$ cat src/rtl/op_dispatch_pkg.sv
// Shared types and widths for the op_dispatch issue stage.
// Opcode encodings not listed here are legal on the bus and execute on the ALU.
package op_dispatch_pkg;

  localparam int unsigned OPND_W = 8;   // operand / store data width
  localparam int unsigned ADDR_W = 12;  // load/store address width
  localparam int unsigned RES_W  = 16;  // result / writeback data width

  typedef enum logic [3:0] {
    OP_NOP   = 4'h0,
    OP_ADD   = 4'h1,
    OP_SUB   = 4'h2,
    OP_MUL   = 4'h3,
    OP_AND   = 4'h4,
    OP_OR    = 4'h5,
    OP_XOR   = 4'h6,
    OP_LOAD  = 4'h8,
    OP_STORE = 4'h9
  } opcode_t;

endpackage

$ cat src/rtl/op_dispatch.sv
// op_dispatch: single-issue dispatcher in front of the ALU, load and store units.
// Accepts one decoded instruction on a valid/ready handshake, holds the chosen
// unit's start until its end, then emits a one-cycle tagged writeback pulse.
//
// Ports:
//   clk, rst                  clock, asynchronous active-low reset
//   instr_*                   upstream instruction handshake and payload
//   alu_* / start_alu / end_alu / result_alu         ALU interface
//   ld_addr / start_load / end_load / result_load    load unit interface
//   st_addr / st_data / start_store / end_store      store unit interface
//   wb_valid / wb_tag / wb_data / wb_is_store        register-file writeback
//   busy                      instruction in flight (EXEC or WB)
//   err                       watchdog abort marker on the writeback pulse
//
// Build option: define OP_DISPATCH_WATCHDOG_EN to abort an EXEC that lasts
// TIMEOUT cycles without an end_* (writes back 16'hFFFF with err=1).
// Without it EXEC waits indefinitely and err is tied low.
//
// All outputs are flops loaded from the next-state decode, so they change
// only on clk and clear asynchronously with rst.
module op_dispatch
  import op_dispatch_pkg::*;
#(
  parameter int unsigned TAG_W   = 4,
  parameter int unsigned TIMEOUT = 255
) (
  input  logic              clk,
  input  logic              rst,
  input  logic              instr_valid,
  output logic              instr_ready,
  input  opcode_t           instr_op,
  input  logic [OPND_W-1:0] instr_a,
  input  logic [OPND_W-1:0] instr_b,
  input  logic [ADDR_W-1:0] instr_addr,
  input  logic [TAG_W-1:0]  instr_tag,
  output logic [OPND_W-1:0] alu_a,
  output logic [OPND_W-1:0] alu_b,
  output opcode_t           alu_op,
  output logic              start_alu,
  input  logic              end_alu,
  input  logic [RES_W-1:0]  result_alu,
  output logic [ADDR_W-1:0] ld_addr,
  output logic              start_load,
  input  logic              end_load,
  input  logic [RES_W-1:0]  result_load,
  output logic [ADDR_W-1:0] st_addr,
  output logic [OPND_W-1:0] st_data,
  output logic              start_store,
  input  logic              end_store,
  output logic              wb_valid,
  output logic [TAG_W-1:0]  wb_tag,
  output logic [RES_W-1:0]  wb_data,
  output logic              wb_is_store,
  output logic              busy,
  output logic              err
);

  typedef enum logic [1:0] {
    S_IDLE = 2'd0,
    S_EXEC = 2'd1,
    S_WB   = 2'd2
  } state_t;

  state_t            state_q, state_d;
  opcode_t           op_q, op_d;
  logic [OPND_W-1:0] a_q, a_d, b_q, b_d;
  logic [ADDR_W-1:0] addr_q, addr_d;
  logic [TAG_W-1:0]  tag_q, tag_d;
  logic [RES_W-1:0]  res_q, res_d;

  logic              end_sel;
  logic [RES_W-1:0]  res_sel;
  logic              go_alu, go_load, go_store, in_wb;

`ifdef OP_DISPATCH_WATCHDOG_EN
  localparam int unsigned WD_W = (TIMEOUT > 255) ? $clog2(TIMEOUT + 1) : 8;
  logic [WD_W-1:0] wd_q;
  logic            abort_q, abort_d;
  logic            timeout_hit;

  // wd_q holds (EXEC cycles so far - 1); it is 0 in the first EXEC cycle.
  assign timeout_hit = (wd_q == WD_W'(TIMEOUT - 1));

  // Watchdog counter: zero outside EXEC, so it restarts on every EXEC entry.
  always_ff @(posedge clk or negedge rst) begin
    if (!rst) begin
      wd_q <= '0;
    end else if (state_q == S_EXEC) begin
      wd_q <= wd_q + WD_W'(1);
    end else begin
      wd_q <= '0;
    end
  end
`else
  logic unused_timeout;
  assign unused_timeout = ^TIMEOUT;
`endif

  // Completion and result of the unit selected by the latched opcode;
  // end_* from the other units is never looked at.
  always_comb begin
    end_sel = 1'b0;
    res_sel = '0;
    case (op_q)
      OP_LOAD: begin
        end_sel = end_load;
        res_sel = result_load;
      end
      OP_STORE: begin
        end_sel = end_store;
        res_sel = '0;
      end
      default: begin
        end_sel = end_alu;
        res_sel = result_alu;
      end
    endcase
  end

  // Next-state and payload capture.
  always_comb begin
    state_d = state_q;
    op_d    = op_q;
    a_d     = a_q;
    b_d     = b_q;
    addr_d  = addr_q;
    tag_d   = tag_q;
    res_d   = res_q;
`ifdef OP_DISPATCH_WATCHDOG_EN
    abort_d = abort_q;
`endif
    case (state_q)
      S_IDLE: begin
        if (instr_valid && instr_ready) begin
          op_d   = instr_op;
          a_d    = instr_a;
          b_d    = instr_b;
          addr_d = instr_addr;
          tag_d  = instr_tag;
`ifdef OP_DISPATCH_WATCHDOG_EN
          abort_d = 1'b0;
`endif
          if (instr_op == OP_NOP) begin
            res_d   = '0;
            state_d = S_WB;
          end else begin
            state_d = S_EXEC;
          end
        end
      end
      S_EXEC: begin
        if (end_sel) begin
          res_d   = res_sel;
          state_d = S_WB;
        end
`ifdef OP_DISPATCH_WATCHDOG_EN
        else if (timeout_hit) begin
          res_d   = '1;
          abort_d = 1'b1;
          state_d = S_WB;
        end
`endif
      end
      // WB always returns to IDLE, which keeps every start low for the
      // cycle after EXEC so the units can drop back to idle.
      S_WB:    state_d = S_IDLE;
      default: state_d = S_IDLE;
    endcase
  end

  // Output decode from the next state; loaded into the output flops below.
  always_comb begin
    go_alu   = 1'b0;
    go_load  = 1'b0;
    go_store = 1'b0;
    if (state_d == S_EXEC) begin
      case (op_d)
        OP_LOAD:  go_load  = 1'b1;
        OP_STORE: go_store = 1'b1;
        default:  go_alu   = 1'b1;
      endcase
    end
    in_wb = (state_d == S_WB);
  end

  // State and captured payload.
  always_ff @(posedge clk or negedge rst) begin
    if (!rst) begin
      state_q <= S_IDLE;
      op_q    <= OP_NOP;
      a_q     <= '0;
      b_q     <= '0;
      addr_q  <= '0;
      tag_q   <= '0;
      res_q   <= '0;
    end else begin
      state_q <= state_d;
      op_q    <= op_d;
      a_q     <= a_d;
      b_q     <= b_d;
      addr_q  <= addr_d;
      tag_q   <= tag_d;
      res_q   <= res_d;
    end
  end

  // Output flops; unit-side payloads are zero unless that unit is started.
  always_ff @(posedge clk or negedge rst) begin
    if (!rst) begin
      instr_ready <= 1'b0;
      busy        <= 1'b0;
      start_alu   <= 1'b0;
      alu_a       <= '0;
      alu_b       <= '0;
      alu_op      <= OP_NOP;
      start_load  <= 1'b0;
      ld_addr     <= '0;
      start_store <= 1'b0;
      st_addr     <= '0;
      st_data     <= '0;
      wb_valid    <= 1'b0;
      wb_tag      <= '0;
      wb_data     <= '0;
      wb_is_store <= 1'b0;
    end else begin
      instr_ready <= (state_d == S_IDLE);
      busy        <= (state_d != S_IDLE);
      start_alu   <= go_alu;
      alu_a       <= go_alu ? a_d : '0;
      alu_b       <= go_alu ? b_d : '0;
      alu_op      <= go_alu ? op_d : OP_NOP;
      start_load  <= go_load;
      ld_addr     <= go_load ? addr_d : '0;
      start_store <= go_store;
      st_addr     <= go_store ? addr_d : '0;
      st_data     <= go_store ? b_d : '0;
      wb_valid    <= in_wb;
      wb_tag      <= in_wb ? tag_d : '0;
      wb_data     <= in_wb ? res_d : '0;
      wb_is_store <= in_wb && (op_d == OP_STORE);
    end
  end

`ifdef OP_DISPATCH_WATCHDOG_EN
  // Abort marker and err strobe; err only accompanies an aborted writeback.
  always_ff @(posedge clk or negedge rst) begin
    if (!rst) begin
      abort_q <= 1'b0;
      err     <= 1'b0;
    end else begin
      abort_q <= abort_d;
      err     <= in_wb && abort_d;
    end
  end
`else
  assign err = 1'b0;
`endif

endmodule

$ cat config.mk
export PLATFORM = sky130hd
export DESIGN_NAME = op_dispatch
export DESIGN_NICKNAME = d
export VERILOG_FILES = /design/src/rtl/op_dispatch_pkg.sv /design/src/rtl/op_dispatch.sv
export SDC_FILE = /design/constraint.sdc
export NUM_CORES = 1
export LEC_CHECK = 0
export CAP_MARGIN = 20
export CORE_AREA = 5 5 126 128
export CTS_CLUSTER_SIZE = 30
export DETAILED_ROUTE_END_ITERATION = 7
export DIE_AREA = 0 0 131 133
export GPL_TIMING_DRIVEN = 1
export SETUP_SLACK_MARGIN = 0.15
export SLEW_MARGIN = 10
export SYNTH_ARGS = -nofsm -noshare
export SYNTH_HDL_FRONTEND = slang
export SYNTH_SLANG_ARGS = --single-unit
$ cat constraint.sdc
create_clock -name clk -period 1.4 [get_ports clk]
set_input_delay 0.14 -clock clk [delete_from_list [all_inputs] [get_ports clk]]
set_output_delay 0.14 -clock clk [all_outputs]
set_load 0.005 [all_outputs]
# Word level (Yosys, flattened, before mapping)

Index checks and enable logic that the tools add are counted.

Shift-type cells: 0
Mux-type cells: 34
Div/mod/pow operators: 0
Bitwise logic cells: 0
Order comparisons: 0
Add/subtract/negate cells: 0
Reduce and logical (&&, ||, !) cells: 7
Equal/unequal tests: 7
Multiply operators: 0

Operators with widths:

| operator                                                         | count |
|---|---|
| 16-bit two-way mux                                               | 4 |
| 16-bit one-hot mux with 2 select lines                           | 2 |
| 8-bit two-way mux                                                | 7 |
| 12-bit two-way mux                                               | 4 |
| 4-bit two-way mux                                                | 6 |
| 4-bit == test (second input constant)                            | 4 |
| 1-bit two-way mux                                                | 6 |
| 2-bit two-way mux                                                | 3 |
| 2-bit by 1-bit == test with 1-bit output (second input constant) | 2 |
| 2-bit zero test                                                  | 2 |
| 4-bit zero test                                                  | 1 |
| 2-bit one-hot mux with 2 select lines                            | 1 |
| 2-bit == test (second input constant)                            | 1 |
| 1-bit logical AND                                                | 2 |
| 1-bit one-hot mux with 2 select lines                            | 1 |
| 2-bit nonzero test                                               | 1 |
| 2-bit OR reduction                                               | 1 |

Bits in writable memories: 0
Output and inout port bits: 80
Input port bits: 74
Bits in registers: 133
Memories: 0
Bits in read-only memories: 0
Bits in latches: 0

# Depth between registers and ports, before layout

Gate-level depths: netlist of run 1.

Depth after elaboration: 8
Depth in mapped cells: 7
Mapped depth without buffers: 5

# Worst setup path before layout of run 1

Ideal clock, no wire load.

Path kind: register to register
Start point: register state_q[0]
End point: register alu_b[7]
Path slack: -0.174 ns
Cell stages (with the launch flop): 7
Data required time: 1.275 ns
Buffers on the path: 2
Setup time: 0.125 ns
Arrival time: 1.449 ns
Cells stage by stage: dfrtp_1 -> and4bb_2 -> buf_6 -> mux2i_1 -> o21bai_2 -> buf_6 -> nor2_1

Longest elaborated chain between the ends: 7
Elaborated cells between the ends (all ways): 14
Those cells by class: eq/ne (4); mux (8); reduce/logical (2)

RTL lines:

| element                      | RTL line           | text |
|---|---|---|
| from (decl)                  | op_dispatch.sv:64  | `state_t state_q, state_d;` |
| from (signal assigned)       | op_dispatch.sv:197 | `state_q <= state_d;` |
| 2-bit zero test              | op_dispatch.sv:132 | `case (state_q)` |
| 4-bit two-way mux            | op_dispatch.sv:132 |  |
| 4-bit == test                | op_dispatch.sv:177 | `case (op_d)` |
| 2-bit OR reduction (no line) | n/a                |  |
| 1-bit two-way mux            | op_dispatch.sv:177 |  |
| 1-bit two-way mux            | op_dispatch.sv:176 | `if (state_d == S_EXEC) begin` |
| 8-bit two-way mux *          | op_dispatch.sv:230 | `alu_b <= go_alu ? b_d : '0;` |
| to (signal assigned)         | op_dispatch.sv:230 |  |
| to (decl)                    | op_dispatch.sv:37  | `output logic [OPND_W-1:0] alu_b,` |

Every way passes the cells marked *; elsewhere a longest branch is shown, timed or not.

# Final worst setup path of run 1

Start point: register state_q[1]
End point: register alu_a[0]

Longest elaborated chain between the ends: 7
Elaborated cells between the ends (all ways): 14
Those cells by class: eq/ne (4); mux (8); reduce/logical (2)

RTL lines:

| element                      | RTL line           | text |
|---|---|---|
| 2-bit zero test              | op_dispatch.sv:132 |  |
| 4-bit two-way mux            | op_dispatch.sv:132 |  |
| 4-bit == test                | op_dispatch.sv:177 |  |
| 2-bit OR reduction (no line) | n/a                |  |
| 1-bit two-way mux            | op_dispatch.sv:177 |  |
| 1-bit two-way mux            | op_dispatch.sv:176 |  |
| 8-bit two-way mux *          | op_dispatch.sv:229 | `alu_a <= go_alu ? a_d : '0;` |
| to (signal assigned)         | op_dispatch.sv:229 |  |
| to (decl)                    | op_dispatch.sv:36  | `output logic [OPND_W-1:0] alu_a,` |

Marked as above.

==> impl_summary.md, run 1 <==
Synthesis
The register bit count reported by yosys is 117. The post-synth design cell area is 4430 um^2. Counting every net in the synthesized netlist gives 429. sky130_fd_sc_hd__dfrtp_1 is the most common cell in the netlist. Counting instances in the post-synthesis netlist gives the leading cell types as sky130_fd_sc_hd__dfrtp_1, sky130_fd_sc_hd__nand2_1, sky130_fd_sc_hd__mux2i_1, sky130_fd_sc_hd__inv_1, sky130_fd_sc_hd__nor3_1. Ranked by total cell area, the synthesized netlist is headed by sky130_fd_sc_hd__dfrtp_1, sky130_fd_sc_hd__mux2i_1, sky130_fd_sc_hd__nand2_1, sky130_fd_sc_hd__nor3_1, sky130_fd_sc_hd__inv_1. The xor-xnor portion of the synthesized cell area is 0. The number of flops mapped to enable cells by yosys is 0. Of the total synthesized cell area, the portion taken by AND, OR, NAND and NOR gates is 0.159.

The share of synthesized area in the top cell type comes to 0.660. In the synthesized netlist the async set-or-reset flop fraction comes to 1.00. The fraction of the mapped netlist area in adder cells is 0.

The sequential fraction of the synthesis area is 0.660. The cell count after synthesis came out at 355. The count of unique library cells instantiated by Yosys is 30. The most common flop cell mapped by yosys is sky130_fd_sc_hd__dfrtp_1. The average cell area after synthesis is 12.5 um^2. The dominant cell type by area after synthesis is sky130_fd_sc_hd__dfrtp_1.

The post-synthesis compound-gate area fraction is 0.0308. During synthesis, Yosys emitted a total of 0 warnings. The combinational family with the most area after synthesis is simple AND/OR/NAND/NOR gates. The portion of synthesized area spent on multiplexers is 0.0943.

Timing
The achievable frequency is 0.595 GHz. Setup repair after global routing could not meet its margin everywhere. The share of the clock period used by the worst path after layout is 1.20. Summed over all failing endpoints, the final setup total negative slack is -21.21 ns.

The number of hold-slack violations in the final timing report is 0. Subtracting the final worst setup slack from the clock period gives 1.68 ns. The number of max-slew violations in the final report was 0. The minimum setup slack in the final design is -0.281 ns. The final setup violation count is 109. The setup clock skew after layout is 0.00728 ns.

Status
The flow ran to the end, but the final reports show violations. The checks that failed: setup timing.

Layout
After routing the design area is 7870 um^2. At the end of the flow, the number of nets in the layout was 628. For this run, the number of standard cells in the final layout without fillers is 755. Summing all flip-flop and latch instances after layout gives 2930 um^2. The total area of multi-input combinational cells is 1900 um^2. The area added between synthesis and finish is 77.4%.

Of the cells placed in the final design, the portion with a size suffix greater than 1 is 0.335. 0 antenna diodes ended up in the layout. The layout filler cell count is 1281.

Clocking
The later pin in the worst-skew pair is clocked with a latency of 0.41 ns. The clock-pin slew on the worst setup and hold paths is 0.05 ns. The number of levels in the clock H-tree is 4. The number of buffers added by the clock tree synthesis step is 17. The longest clock path from root to sink contains 2 buffers.

Clock tree synthesis selected as its root buffer the cell sky130_fd_sc_hd__clkbuf_16. TritonCTS built the clock tree. The clock sink count is 117.

Global route
Entering global routing, the biggest net connects 37 pins. The number of global-route vias before repair is 3784. For this run, the total global-route usage over all layers was measured as 0.149. The global route total overflow is 0.

The number of antenna violations at the first check in global routing was 0. The global-route wire length before repair is 19800 um.

Die
The standard cell core area is 14800 um^2. The initial utilization of the core area, before any placement, comes to 0.301. Pin placement for this block handled 154 I/O pins. In this run the horizontal extent of the chip is 131 um. Measured along the y axis, the die boundary spans 133 um. The floorplan has 45 rows. The die outline area is 17400 um^2.

Place
The post-DP HPWL is 8450 um. The cell area reported after detailed placement is 6410 um^2. The placed instance count is 702. Routability-driven placement finished with a final weighted congestion of 0.753.

The pre-CTS setup slack is -0.497 ns. The number of buffer cells added on primary ports is 152.

Critical path
The setup slack of the worst register-to-register path is -0.28 ns. The origin of the worst setup path is state_q[1]. The critical path is of the flop to flop type.

The top fanout value on the critical path is 5. The critical path data required time is 1.69 ns. The number of cells on the worst reg-to-reg path is 5. The worst reg2reg path startpoint is state_q[1].

The worst setup path is captured at a flop. In this run the critical register-to-register path is captured at alu_a[0]. The data arrival time of the critical path is 1.97 ns. STA classifies the critical path startpoint as a flop.

Routing
For this run, the detailed router's first-pass iteration total came to 4. The total via count in the routed design is 3362. After detailed routing, the number of vias per cell comes to 4.45.

After detailed routing, the number of remaining DRC violations is 0. For this block, the routed nets add up to 12800 um of wire. The detailed-route wire length per cell is 16.9 um.

The remaining antenna violation count is 0. In this run, the number of DRC markers left after iteration 0 of detailed routing was 61.

Pwr
The leakage power figure is 3.83 nW. VDD sags by at most 0.913 mV. The power density over cell area is 2010 nW/um^2.

The design draws 15.8 mW.

Hold path
The path class of the lowest-slack min-delay path is input port to asynchronous set/reset pin.

Run
Across the run, the number of max-cap violations was 0.
==> metrics by stage <==
step	utilization	hold slack [ns]
after floorplan	-	-0.156
after CTS	0.512	0.175
after global placement	0.434	0.0514
after detailed placement	0.434	0.0578
after global routing	0.533	0.204
final	0.533	0.184
==> sequential cells by signal, indices dropped and copies added (netlist names) <==
signal,count
tag_q,4
start_store,1
addr_q,12
alu_a,8
st_data,8
busy,1
instr_ready,1
a_q,8
state_q,2
b_q,8
alu_b,8
wb_valid,1
op_q,4
wb_tag,4
wb_data,16
start_load,1
ld_addr,12
st_addr,12
start_alu,1
wb_is_store,1
alu_op,4
==> where the power goes <==
part	internal, mW	total (mW)	switching, mW	leakage, nW
Clock	2.83	4.34	1.51	0.285
Sequential	4.37	4.92	0.552	1.54
Combinational	3.46	6.57	3.11	2.00
Total	10.7	15.8	5.17	3.83
==> critical path, cell delays in order, from the launching register on <==
cell	delay, ns
sky130_fd_sc_hd__dfrtp_1	0.39
sky130_fd_sc_hd__and4bb_4	0.42
sky130_fd_sc_hd__mux2i_4	0.30
sky130_fd_sc_hd__o21bai_4	0.21
sky130_fd_sc_hd__clkbuf_16	0.20
sky130_fd_sc_hd__a21oi_2	0.04
==> area by class of cell <==
cell class / count / share of cell area
flip-flops and latches: 117 / 0.372
repair buffers: 200 / 0.267
multi-input cells: 191 / 0.241
clock buffers: 19 / 0.0563
well taps: 188 / 0.0299
clock inverters: 13 / 0.0200
inverters: 27 / 0.0129
==> how the worst max path moves through the flow <==
stage	cells after the start	to	slack (ns)
finish	5	alu_a[0]	-0.28
floorplan	6	alu_b[7]	-0.14
global placement	7	ld_addr[3]	-0.44
global route	5	st_data[2]	-0.35
detailed placement	7	ld_addr[7]	-0.50
CTS	5	st_data[4]	-0.24
==> routing by layer <==
metal	track usage	share of wire	vias to the layer above
met1	0.180	0.40	1665
met2	0.230	0.47	129
met5	0	0	-
li1	-	-	1555
met3	0.0852	0.12	13
met4	0.0394	0.0084	0
==> layout by cell type, fill, tap and decap left out, types with 3 or more instances in the layout <==
master,netlist,final
sky130_fd_sc_hd__buf_16,0,4
sky130_fd_sc_hd__nand2_4,0,15
sky130_fd_sc_hd__inv_1,27,22
sky130_fd_sc_hd__clkbuf_16,0,19
sky130_fd_sc_hd__mux2i_1,38,12
sky130_fd_sc_hd__inv_2,0,5
sky130_fd_sc_hd__bufinv_16,0,3
sky130_fd_sc_hd__and2b_1,6,6
sky130_fd_sc_hd__mux2i_4,1,26
sky130_fd_sc_hd__a21oi_1,15,3
sky130_fd_sc_hd__buf_12,0,12
sky130_fd_sc_hd__a21oi_2,0,12
sky130_fd_sc_hd__nand2_1,47,18
sky130_fd_sc_hd__clkinv_2,0,4
sky130_fd_sc_hd__dlygate4sd2_1,0,76
sky130_fd_sc_hd__nor3_1,26,12
sky130_fd_sc_hd__nor2_1,23,21
sky130_fd_sc_hd__nand2_2,0,14
sky130_fd_sc_hd__nor2b_1,10,10
sky130_fd_sc_hd__clkdlybuf4s50_1,0,72
sky130_fd_sc_hd__buf_4,3,19
sky130_fd_sc_hd__clkinvlp_4,0,4
sky130_fd_sc_hd__nor3_2,10,24
sky130_fd_sc_hd__dfrtp_1,117,117
sky130_fd_sc_hd__buf_6,6,10
==> kinds of logic (layout without fill, tap and decap cells) <==
family                 after synthesis  in the layout
other                                1              1
flip-flops                         117            117
AO/OA/AOI/OAI                       19             19
AND/OR/NAND/NOR                    131            131
buffers and inverters               47            259
multiplexers                        40             40
==> what timing repair did <==
item,4_1_cts,5_1_grt
setup endpoints to repair,184,120
buffers inserted,10,3
endpoints found under the hold margin,117,0
cloned,4,3
hold buffers,1,0
pin swaps,24,10
gates resized for setup,172,59
Note: power is estimated with default switching activity, not from simulation.
==> run 2, diff against run 1 <==
- CAP_MARGIN: 20 -> 5
==> results of run 2 <==
The final DEF is identical to that of run 1; final timing and power are the same.
==> run 3, diff against run 2 <==
- PLACE_DENSITY: default -> 0.61
- TNS_END_PERCENT: default -> 30
==> impl_summary.md, run 3 (same netlist as run 1, synthesis figures left out) <==
Clocking
The number of levels in the clock H-tree is 4. The CTS tree is built. The tree is rooted in a sky130_fd_sc_hd__clkbuf_16. The number of buffers added by the clock tree synthesis step is 17.

The maximum number of buffers from clock root to sink is 2. The clock-pin slew on the worst setup and hold paths is 0.05 ns. The clock latency of the later-clocked register in the worst-skew pair is 0.41 ns. Clock tree synthesis found a total of 117 sinks.

Critical path
The setup slack of the worst register-to-register path is -0.26 ns. Of all nets on the critical path, the largest fanout is 7. The worst reg2reg path startpoint is op_q[1].

The type of the setup path with the least slack is flop to flop. The slowest stage of the critical path is the sky130_fd_sc_hd__dfrtp_1 cell. The worst setup path is launched from a flop. STA classifies the critical path endpoint as a flop. The critical path's most frequent cell is sky130_fd_sc_hd__buf_6. The signal on the critical path passes through buf_6 -> nor3b_4 -> buf_6 -> mux2i_4 -> a2bb2oi_4 -> inv_1. The highest cell delay on the worst timing path is 0.40 ns. The critical path data required time is 1.69 ns. The destination of the worst register-to-register timing path is wb_valid. The depth of the worst register-to-register path is 6. The data arrival time of the critical path is 1.95 ns.

Die
The core region is 14800 um^2. 154 I/O pins were placed. In this run the vertical extent of the chip is 133 um. The die span in x is 131 um. The floorplan step defined a die boundary enclosing 17400 um^2.

The total number of placement rows is 45. The effective utilization at floorplan is 0.301.

Routing
The routed design has 11900 um of wire. The number of DRC markers in iteration 0 is 72. The detailed-route wire length per cell is 16.0 um. The detailed-route DRC error count is 0.

The iteration count of the initial detailed-routing pass is 4. The remaining antenna violation count is 0. For this block, the via count after detailed routing is 3262.

Using the TritonRoute via totals, the vias-per-cell ratio works out to 4.39.

Layout
For this run, the share of the core covered by cells in the final layout is 0.499. The register with the most flip-flops in the final layout is wb_data. The register with the most flip-flops in the layout has 16 of them. The area added between synthesis and finish is 66.1%. In the final layout, the share of cells above drive strength 1 is 0.256. The number of nets in the final layout is 616.

The number of diodes is 0. After routing the design area is 7360 um^2. Summing all flip-flop and latch instances after layout gives 2930 um^2. The library cells used most frequently in the layout, excluding fill and tap cells, are sky130_fd_sc_hd__dfrtp_1, sky130_fd_sc_hd__dlygate4sd2_1, sky130_fd_sc_hd__clkdlybuf4s50_1.

The filler cells instantiated in the layout total 1311. The multi-input combinational cells in the finished layout cover a total of 1660 um^2. Leaving out fill and tap cells, the most frequent cell in the layout is sky130_fd_sc_hd__dfrtp_1.

Place
Input and output buffers added on the ports amount to 152. The weighted congestion reported at the end of routability-driven placement is 0.723. Detailed placement ended at an HPWL of 8090 um. The cell area reported after detailed placement is 6400 um^2.

Global route
The global route total overflow is 0. Across every metal layer, demand over resource in global routing totals 0.142. The maximum number of pins on one net before global-route repair is 45. The number of global-route vias before repair was 3691.

The global-route wire length before repair is 18900 um. The number of antenna violations at the first check in global routing is 0.

Timing
The achievable frequency is 0.601 GHz. The number of max-slew violations in the final report is 0. In the finished design, the share of the clock period the worst path needs comes to 1.19. Setup repair after global routing could not meet its margin everywhere.

Across all setup checks in the final design, the least slack found is -0.263 ns. The final setup violation count is 105. The number of hold-slack violations in the final timing report is 0. For the finished layout, the period the worst path requires is 1.66 ns. For the final database, setup skew stands at 0.00691 ns.

Hold path
The path class of the lowest-slack min-delay path is input port to asynchronous set/reset pin.

Status
The final reports fail on setup timing. The flow ran to the end, but the final reports show violations.

Run
The number of max-capacitance violations reported is 0.

Pwr
Across the VDD grid, the largest voltage drop is 0.837 mV. The power density over cell area is 1960 nW/um^2. The analysis attributes to cell leakage a power of 3.67 nW.
[run 3: worst max-delay path by stage]
stage                            from          to  slack, ns
after CTS                     op_q[2]  st_addr[7]      -0.25
final                         op_q[1]    wb_valid      -0.26
after global routing       state_q[1]  ld_addr[4]      -0.34
after global placement    instr_op[3]  st_data[7]      -0.46
after detailed placement  instr_op[3]  st_addr[7]      -0.51
after floorplan            state_q[0]    alu_b[7]      -0.14
[run 3: cell type report]
cell class              instances  share of cell area
flip-flops and latches        117               0.398
repair buffers                188               0.251
multi-input cells             191               0.226
clock buffers                  21              0.0625
well taps                     188              0.0320
clock inverters                11              0.0172
inverters                      27              0.0138
[run 3: layer usage]
layer  vias up  part of all wire  GRT usage
met5         -                 0          0
met4         0             0.013     0.0543
met3        18             0.078     0.0593
met2       107              0.51      0.235
met1      1603              0.40      0.162
li1       1534                 -          -
[run 3: what timing repair did]
item | in CTS | in global routing
pin swaps | 8 | 8
gates resized for setup | 118 | 46
setup endpoints to repair | 193 | 118
hold buffers | 1 | 0
hold endpoints to repair | 117 | 0
setup buffers | 4 | 1
gates cloned | 1 | 0
[run 3: power by group]
group | switching, mW | internal [mW]
Clock | 1.52 | 2.71
Combinational | 2.69 | 2.70
Sequential | 0.431 | 4.36
Total | 4.64 | 9.77
[run 3: critical path, delay by kind of cell (launching register included)]
| kind | cells | cell delay, ns |
|---|---|---|
| buffers and inverters | 3 | 0.35 |
| muxes | 1 | 0.28 |
| AOI/OAI and AO/OA | 1 | 0.32 |
| DFF | 1 | 0.40 |
| and+or+nand+nor | 1 | 0.18 |
[run 3: per-stage QoR]
step	setup slack, ns	power, mW	setup TNS [ns]	instances	hold WS, ns
after floorplan	-0.137	7.17	-6.82	355	-0.156
after global placement	-0.463	9.37	-32.79	704	0.0529
after detailed placement	-0.507	9.50	-34.94	704	0.0556
after CTS	-0.255	14.1	-17.48	742	0.146
after global routing	-0.343	15.3	-24.85	743	0.180
final	-0.263	14.4	-17.18	743	0.164
